===== config.mk =====
export PLATFORM = sky130hd
export DESIGN_NAME = mem_arbiter_flat
export DESIGN_NICKNAME = d
export VERILOG_FILES = /design/src/rtl/mem_arbiter_if.sv /design/src/rtl/mem_arbiter.sv /design/src/flat_wrapper.sv
export SDC_FILE = /design/constraint.sdc
export NUM_CORES = 1
export LEC_CHECK = 0
export CAP_MARGIN = 20
export CORE_AREA = 2 2 109 111
export DETAILED_ROUTE_END_ITERATION = 12
export DIE_AREA = 0 0 111 113
export SLEW_MARGIN = 20
export SYNTH_ARGS = -nofsm -noshare
export SYNTH_HDL_FRONTEND = slang
export SYNTH_SLANG_ARGS = --single-unit

===== constraint.sdc =====
create_clock -name clk -period 3.8 [get_ports clk]
set_clock_uncertainty 0.1 [all_clocks]
set_input_delay 0.38 -clock clk [delete_from_list [all_inputs] [get_ports clk]]
set_output_delay 0.38 -clock clk [all_outputs]
set_load 0.005 [all_outputs]

===== src/rtl/mem_arbiter_if.sv =====
// mem_arbiter_if: fetch, load/store and memory-side signals
// of the shared single-port memory arbiter.
interface mem_arbiter_if;
  logic        if_req;
  logic [31:0] if_addr;
  logic        if_gnt;
  logic        if_kill;
  logic        if_rvalid;
  logic [31:0] if_rdata;

  logic        d_req;
  logic        d_we;
  logic [31:0] d_addr;
  logic [31:0] d_wdata;
  logic [3:0]  d_be;
  logic        d_gnt;
  logic        d_rvalid;
  logic [31:0] d_rdata;

  logic        mem_req;
  logic        mem_we;
  logic [31:0] mem_addr;
  logic [31:0] mem_wdata;
  logic [3:0]  mem_be;
  logic        mem_gnt;
  logic        mem_rvalid;
  logic [31:0] mem_rdata;

  modport slave (
    input  if_req, if_addr, if_kill,
    input  d_req, d_we, d_addr, d_wdata, d_be,
    input  mem_gnt, mem_rvalid, mem_rdata,
    output if_gnt, if_rvalid, if_rdata,
    output d_gnt, d_rvalid, d_rdata,
    output mem_req, mem_we, mem_addr,
    output mem_wdata, mem_be
  );

  modport master (
    output if_req, if_addr, if_kill,
    output d_req, d_we, d_addr, d_wdata, d_be,
    output mem_gnt, mem_rvalid, mem_rdata,
    input  if_gnt, if_rvalid, if_rdata,
    input  d_gnt, d_rvalid, d_rdata,
    input  mem_req, mem_we, mem_addr,
    input  mem_wdata, mem_be
  );
endinterface


===== src/rtl/mem_arbiter.sv =====
// mem_arbiter: fetch vs load/store arbiter for one unified memory.
// Data wins by default; a streak counter forces fetch progress.
module mem_arbiter #(
  parameter int MAX_D_STREAK = 3
) (
  input  logic         clk,
  input  logic         rst_n,
  mem_arbiter_if.slave bus
);

  localparam int SW =
    (MAX_D_STREAK > 0) ? $clog2(MAX_D_STREAK + 1) : 1;
  localparam logic [SW-1:0] STREAK_MAX = SW'(MAX_D_STREAK);

  typedef enum logic { IDLE, BUSY } state_e;
  typedef enum logic { OWN_IF, OWN_D } owner_e;

  state_e        state_q, state_d;
  owner_e        owner_q, owner_d;
  logic          killed_q, killed_d;
  logic [SW-1:0] streak_q, streak_d;

  logic idle;
  logic busy;
  logic req_any;
  logic sel_if;
  logic fire;

  // Arbitration: fetch wins alone or once data has hogged the port.
  always_comb begin
    idle    = (state_q == IDLE);
    busy    = (state_q == BUSY);
    req_any = bus.if_req | bus.d_req;
    sel_if  = bus.if_req &
              (~bus.d_req | (streak_q == STREAK_MAX));
    fire    = idle & req_any & bus.mem_gnt;
  end

  // Outputs: command mux, grants, response routing; zero in reset.
  always_comb begin
    bus.mem_req   = 1'b0;
    bus.mem_we    = 1'b0;
    bus.mem_addr  = '0;
    bus.mem_wdata = '0;
    bus.mem_be    = '0;
    bus.if_gnt    = 1'b0;
    bus.d_gnt     = 1'b0;
    bus.if_rvalid = 1'b0;
    bus.d_rvalid  = 1'b0;
    bus.if_rdata  = '0;
    bus.d_rdata   = '0;
    if (rst_n) begin
      bus.mem_req   = idle & req_any;
      bus.mem_we    = sel_if ? 1'b0 : bus.d_we;
      bus.mem_addr  = sel_if ? bus.if_addr : bus.d_addr;
      bus.mem_wdata = sel_if ? '0 : bus.d_wdata;
      bus.mem_be    = sel_if ? 4'hF : bus.d_be;
      bus.if_gnt    = fire & sel_if;
      bus.d_gnt     = fire & ~sel_if;
      bus.if_rvalid = bus.mem_rvalid & busy &
                      (owner_q == OWN_IF) &
                      ~killed_q & ~bus.if_kill;
      bus.d_rvalid  = bus.mem_rvalid & busy &
                      (owner_q == OWN_D);
      bus.if_rdata  = bus.mem_rdata;
      bus.d_rdata   = bus.mem_rdata;
    end
  end

  // Next state: issue from IDLE, wait for the one response in BUSY.
  always_comb begin
    state_d  = state_q;
    owner_d  = owner_q;
    killed_d = killed_q;
    streak_d = streak_q;
    unique case (state_q)
      IDLE: begin
        if (fire) begin
          state_d  = BUSY;
          killed_d = 1'b0;
          if (sel_if) begin
            owner_d  = OWN_IF;
            streak_d = '0;
          end else begin
            owner_d = OWN_D;
            if (!bus.if_req) begin
              streak_d = '0;
            end else if (streak_q != STREAK_MAX) begin
              streak_d = streak_q + SW'(1);
            end
          end
        end
      end
      BUSY: begin
        if (bus.if_kill && owner_q == OWN_IF) begin
          killed_d = 1'b1;
        end
        if (bus.mem_rvalid) begin
          state_d  = IDLE;
          killed_d = 1'b0;
        end
      end
      default: begin
        state_d = IDLE;
      end
    endcase
  end

  // State registers with synchronous active-low reset.
  always_ff @(posedge clk) begin
    if (!rst_n) begin
      state_q  <= IDLE;
      owner_q  <= OWN_IF;
      killed_q <= 1'b0;
      streak_q <= '0;
    end else begin
      state_q  <= state_d;
      owner_q  <= owner_d;
      killed_q <= killed_d;
      streak_q <= streak_d;
    end
  end

endmodule


===== src/flat_wrapper.sv =====
// flat-port wrapper written by rule: the top's interface ports become plain ports
module mem_arbiter_flat 
#(
  parameter int MAX_D_STREAK = 3
)
  (clk, rst_n, bus_if_req, bus_if_addr, bus_if_kill, bus_d_req, bus_d_we, bus_d_addr, bus_d_wdata, bus_d_be, bus_mem_gnt, bus_mem_rvalid, bus_mem_rdata, bus_if_gnt, bus_if_rvalid, bus_if_rdata, bus_d_gnt, bus_d_rvalid, bus_d_rdata, bus_mem_req, bus_mem_we, bus_mem_addr, bus_mem_wdata, bus_mem_be);
  mem_arbiter_if bus_i ();
  input  logic clk;
  input  logic rst_n;
  input wire logic [$bits(bus_i.if_req)-1:0] bus_if_req;
  input wire logic [$bits(bus_i.if_addr)-1:0] bus_if_addr;
  input wire logic [$bits(bus_i.if_kill)-1:0] bus_if_kill;
  input wire logic [$bits(bus_i.d_req)-1:0] bus_d_req;
  input wire logic [$bits(bus_i.d_we)-1:0] bus_d_we;
  input wire logic [$bits(bus_i.d_addr)-1:0] bus_d_addr;
  input wire logic [$bits(bus_i.d_wdata)-1:0] bus_d_wdata;
  input wire logic [$bits(bus_i.d_be)-1:0] bus_d_be;
  input wire logic [$bits(bus_i.mem_gnt)-1:0] bus_mem_gnt;
  input wire logic [$bits(bus_i.mem_rvalid)-1:0] bus_mem_rvalid;
  input wire logic [$bits(bus_i.mem_rdata)-1:0] bus_mem_rdata;
  output wire logic [$bits(bus_i.if_gnt)-1:0] bus_if_gnt;
  output wire logic [$bits(bus_i.if_rvalid)-1:0] bus_if_rvalid;
  output wire logic [$bits(bus_i.if_rdata)-1:0] bus_if_rdata;
  output wire logic [$bits(bus_i.d_gnt)-1:0] bus_d_gnt;
  output wire logic [$bits(bus_i.d_rvalid)-1:0] bus_d_rvalid;
  output wire logic [$bits(bus_i.d_rdata)-1:0] bus_d_rdata;
  output wire logic [$bits(bus_i.mem_req)-1:0] bus_mem_req;
  output wire logic [$bits(bus_i.mem_we)-1:0] bus_mem_we;
  output wire logic [$bits(bus_i.mem_addr)-1:0] bus_mem_addr;
  output wire logic [$bits(bus_i.mem_wdata)-1:0] bus_mem_wdata;
  output wire logic [$bits(bus_i.mem_be)-1:0] bus_mem_be;
  assign bus_i.if_req = bus_if_req;
  assign bus_i.if_addr = bus_if_addr;
  assign bus_i.if_kill = bus_if_kill;
  assign bus_i.d_req = bus_d_req;
  assign bus_i.d_we = bus_d_we;
  assign bus_i.d_addr = bus_d_addr;
  assign bus_i.d_wdata = bus_d_wdata;
  assign bus_i.d_be = bus_d_be;
  assign bus_i.mem_gnt = bus_mem_gnt;
  assign bus_i.mem_rvalid = bus_mem_rvalid;
  assign bus_i.mem_rdata = bus_mem_rdata;
  assign bus_if_gnt = bus_i.if_gnt;
  assign bus_if_rvalid = bus_i.if_rvalid;
  assign bus_if_rdata = bus_i.if_rdata;
  assign bus_d_gnt = bus_i.d_gnt;
  assign bus_d_rvalid = bus_i.d_rvalid;
  assign bus_d_rdata = bus_i.d_rdata;
  assign bus_mem_req = bus_i.mem_req;
  assign bus_mem_we = bus_i.mem_we;
  assign bus_mem_addr = bus_i.mem_addr;
  assign bus_mem_wdata = bus_i.mem_wdata;
  assign bus_mem_be = bus_i.mem_be;
  mem_arbiter #(.MAX_D_STREAK(MAX_D_STREAK)) u_core (.clk(clk), .rst_n(rst_n), .bus(bus_i));
endmodule

Word-level counts from Yosys, hierarchy flattened. Index checks and enable logic that the tools add are counted.

$add $sub $neg: 1. Equal/unequal tests: 5. Mux-type cells: 25. Bitwise gates (word level): 18. Reduce and logical (&&, ||, !) cells: 4.

Operator list (count): $mux 32 (5); $mux 1 (13); $and 1x1->1 (10); $mux 4 (2); $mux 2 (3); $not 1->1 (6); $ne 2x2->1 const B (2); $pmux 1 s2 (2); $reduce_and 2->1 (2); $ne 3x1->1 const B (1); $ne 3x3->1 const B (1); $reduce_and 3->1 (1); $add 2x1->2 const B (1); $eq 2x2->1 const B (1); $or 1x1->1 (2); $logic_and 1x1->1 (1).

Register bits after elaboration: 5. Input port bits: 140. Output and inout bits: 138.

Longest topological paths before layout.
Depth in word-level cells: 6. Gate-level depth with buffers: 6.

Worst setup path before layout. OpenSTA, ideal clock, no wires.

Kind: register -> output. Start point: register u_core.streak_q[0]. End point: output port bus_mem_addr[10]. Data arrival time: 1270 ps. Path slack: 2050 ps. Stages on the path, launching flop included: 7. Path buffers: 2. Cells stage by stage: dfxtp_1 -> ha_1 -> nand2b_1 -> and3_1 -> buf_6 -> buf_6 -> a22o_1.

Longest elaborated chain between the ends: 5.

RTL lines: start: declaration (line mem_arbiter.sv:21) `logic [SW-1:0] streak_q, streak_d;`; start signal: assignment (line mem_arbiter.sv:120) `streak_q <= streak_d;`; $eq 2x2->1 (line mem_arbiter.sv:35) `(~bus.d_req | (streak_q == STREAK_MAX));`; $or 1x1->1 (line mem_arbiter.sv:35); $and 1x1->1 (line mem_arbiter.sv:34) `sel_if = bus.if_req &`; $mux 32 (line mem_arbiter.sv:55) `bus.mem_addr = sel_if ? bus.if_addr : bus.d_addr;`; $mux 32 (line mem_arbiter.sv:52) `if (rst_n) begin`; end: declaration (line flat_wrapper.sv:29) `output wire logic [$bits(bus_i.mem_addr)-1:0] bus_mem_addr;`.

No other way between the ends.

Worst setup path in the final report.
Start point: input port bus_d_req. End point: output port bus_mem_addr[2].

Longest elaborated chain between the ends: 5.

RTL lines: start: declaration (line flat_wrapper.sv:13) `input wire logic [$bits(bus_i.d_req)-1:0] bus_d_req;`; $not 1->1 (line mem_arbiter.sv:35); $or 1x1->1 (line mem_arbiter.sv:35); $and 1x1->1 (line mem_arbiter.sv:34); $mux 32 (line mem_arbiter.sv:55); $mux 32 (line mem_arbiter.sv:52).

No other way between the ends.

==> flow_summary_export.csv <==
group,metric,value,unit
clock_network,holdBufCountCts,0,
routing,post-route-drc-count,0,
layout,regArea,100,um^2
layout,final_nets,562,
setup_path,cp_data_arrival_time,2.44,ns
clock_network,cts.path.max_buffers,2,
synthesis,ys.flop_type,"dfxtp_1",
layout,mostFrequentLayoutCells,"clkdlybuf4s50_1, and2_1, a22o_1, dfxtp_1",
clock_network,cts_sinks,5,
synthesis,synth_edf_count,0,
global_route,grt_start_max_net_pins,68,
routing,routed_wl,8.23,mm
setup_path,crit_fanout,67,
layout,layout_commonest_cell,"clkdlybuf4s50_1",
synthesis,syn_area,1370,um^2
synthesis,yosysWarnings,0,
power_and_ir_drop,vdd_drop_max,0.000135,V
timing,worst_slack,0.876,ns
synthesis,ys_seq_area_share,7.30,%
timing,tightest_slew,0.585,ns
routing,drt-pass1-iter-count,4,
timing,maxSlewViolCount,0,
die,die_h,113,um
placed_design,placed_area,4000,um^2
timing,slew-limit-headroom,61.0,%
clock_network,path_clk_slew,0.03,ns
routing,vias,2204,
synthesis,syn-num-nets,324,
worst_hold_path,min_path_type,"reg -> reg",
routing,wl_per_cell,14.6,um
timing,fmax,342,MHz
setup_path,crit_required,3.32,ns
global_route,antenna_found_initial,0,
layout,final_cell_area,4080,um^2
layout,layout-drive-gt1-share,1.90,%
synthesis,syn-mean-instance-area,7.49,um^2
timing,hold_viol,0,
synthesis,ys_ff_latch,5,
placed_design,place_inst,559,
global_route,grt_overflow_total,0,
clock_network,cts_tree,"done",
global_route,grt.total_usage,11.8,%
placed_design,post-dp-hpwl,6.84,mm
clock_network,numCtsBuffers,3,
setup_path,critPathCaptureType,"output pin",
setup_path,path_class,"in -> out",
routing,detail_route.iter0.violations,54,
die,start_util,12.2,%
placed_design,portBuffers,277,
global_route,grt_pass1_vias,2245,
layout,nFillCells,1170,
placed_design,place_ws,0.841,ns
timing,timing.hold.ws,0.373,ns
die,die_x,111,um
synthesis,ys_types,25,
timing,period_share,76.9,%
layout,diodes,0,
routing,ant_nets,0,
clock_network,clock_latency,0.23,ns
setup_path,slowest_delay,0.51,ns
clock_network,post_cts_resized,0,
timing,setup_tns,0,ns
outcome,status,"completed",
die,design.core.area,11300,um^2
die,core.rowCount,39,
global_route,grt_pass1_wl,12.1,mm
die,dieArea,12500,um^2
synthesis,async_flop_share,0,%
timing,finalCriticalPeriod,2.92,ns
timing,rsz0062_at_grt,"false",
power_and_ir_drop,power_density,159,nW/um^2
placed_design,gp_congestion,0.906,
setup_path,path_cells,"clkdlybuf4s50_1, nand2b_1, a21boi_4, buf_4, a22o_1, clkdlybuf4s50_1",
synthesis,netlist_instances,183,
setup_path,cp_common_cell,"clkdlybuf4s50_1",
setup_path,startpoint_type,"input port",
timing,setup_viol,0,
clock_network,post-cts-setup-buffer-count,0,
clock_network,cts-root-buf,"clkbuf_16",
layout,fin_cells,563,
clock_network,h-tree-depth,1,
die,ios,278,
layout,area_growth,197,%
setup_path,slowest_stage,"clkdlybuf4s50_1",
layout,multi_input_area,922,um^2
power_and_ir_drop,p_leak,1.54,nW
routing,vias_per_cell,3.91,
run,max-cap-violations,0,
power by group:
part / leakage, nW / total [mW] / switching, mW / internal (mW)
combinational: 1.46 / 0.417 / 0.115 / 0.302
sequential: 0.0409 / 0.0580 / 0.00236 / 0.0556
clock: 0.0382 / 0.175 / 0.0359 / 0.139
total: 1.54 / 0.650 / 0.153 / 0.497
synthesized netlist by cell type (2+ instances only):
master | instances | area share [%]
buf_6 | 7 | 5.7
buf_4 | 33 | 18
a21boi_0 | 2 | 1.1
nand2b_1 | 3 | 1.4
dfxtp_1 | 5 | 7.3
o21ai_0 | 3 | 1.1
a22o_1 | 32 | 20
clkbuf_1 | 4 | 1.1
nand2_1 | 2 | 0.55
a21o_1 | 4 | 2.2
nor2b_1 | 4 | 1.8
buf_2 | 3 | 1.1
and2_1 | 68 | 31
nor2_1 | 2 | 0.55
layer usage:
layer | GRT usage, % | wire length (um)
met5 | 0 | 0
met3 | 3.54 | 827
met2 | 21.6 | 4130
met1 | 13.1 | 3050
met4 | 3.83 | 221
stage by stage:
stage | utilization, % | power, mW
after floorplan | - | 0.187
after global placement | 35.5 | 0.478
after detailed placement | 35.5 | 0.478
final | 36.2 | 0.650
after CTS | 36.2 | 0.659
after global routing | 36.2 | 0.685
registers in the layout (all words and copies together) (netlist names):
signal           flops
u_core.busy          1
u_core.killed_q      1
u_core.owner_q       1
u_core.streak_q      2
area by class of cell:
type | instances | share of cell area (%)
multi-input combinational | 131 | 22.6
timing repair buffer | 280 | 68.6
tap | 143 | 4.39
clock buffer | 4 | 1.93
sequential | 5 | 2.46
kinds of logic after synthesis:
| family | Yosys count | share of synthesized area [%] |
|---|---|---|
| simple gates | 85 | 38.4 |
| buf+inv | 47 | 26.0 |
| compound gates | 44 | 26.6 |
| flops | 5 | 7.30 |
| mux | 1 | 0.821 |
| fa+ha+maj | 1 | 0.912 |
final timing paths:
path	startpoint	cells past startpoint	slack [ns]	endpoint
max	bus_d_req	6	0.88	bus_mem_addr[2]
min	u_core.killed_q$_SDFFE_PN0P_	2	0.37	u_core.killed_q$_SDFFE_PN0P_
max reg2reg	u_core.streak_q[0]$_SDFFE_PN0P_	5	2.03	u_core.owner_q$_SDFFE_PN0P_
min reg2reg	u_core.killed_q$_SDFFE_PN0P_	2	0.37	u_core.killed_q$_SDFFE_PN0P_
worst max-delay path: cells and delay by family:
family	cells	cell delay, ns
AND/OR/NAND/NOR	1	0.11
buffers and inverters	3	1.49
AO/OA/AOI/OAI	2	0.42
No activity file was read; power rests on OpenSTA's default activity.
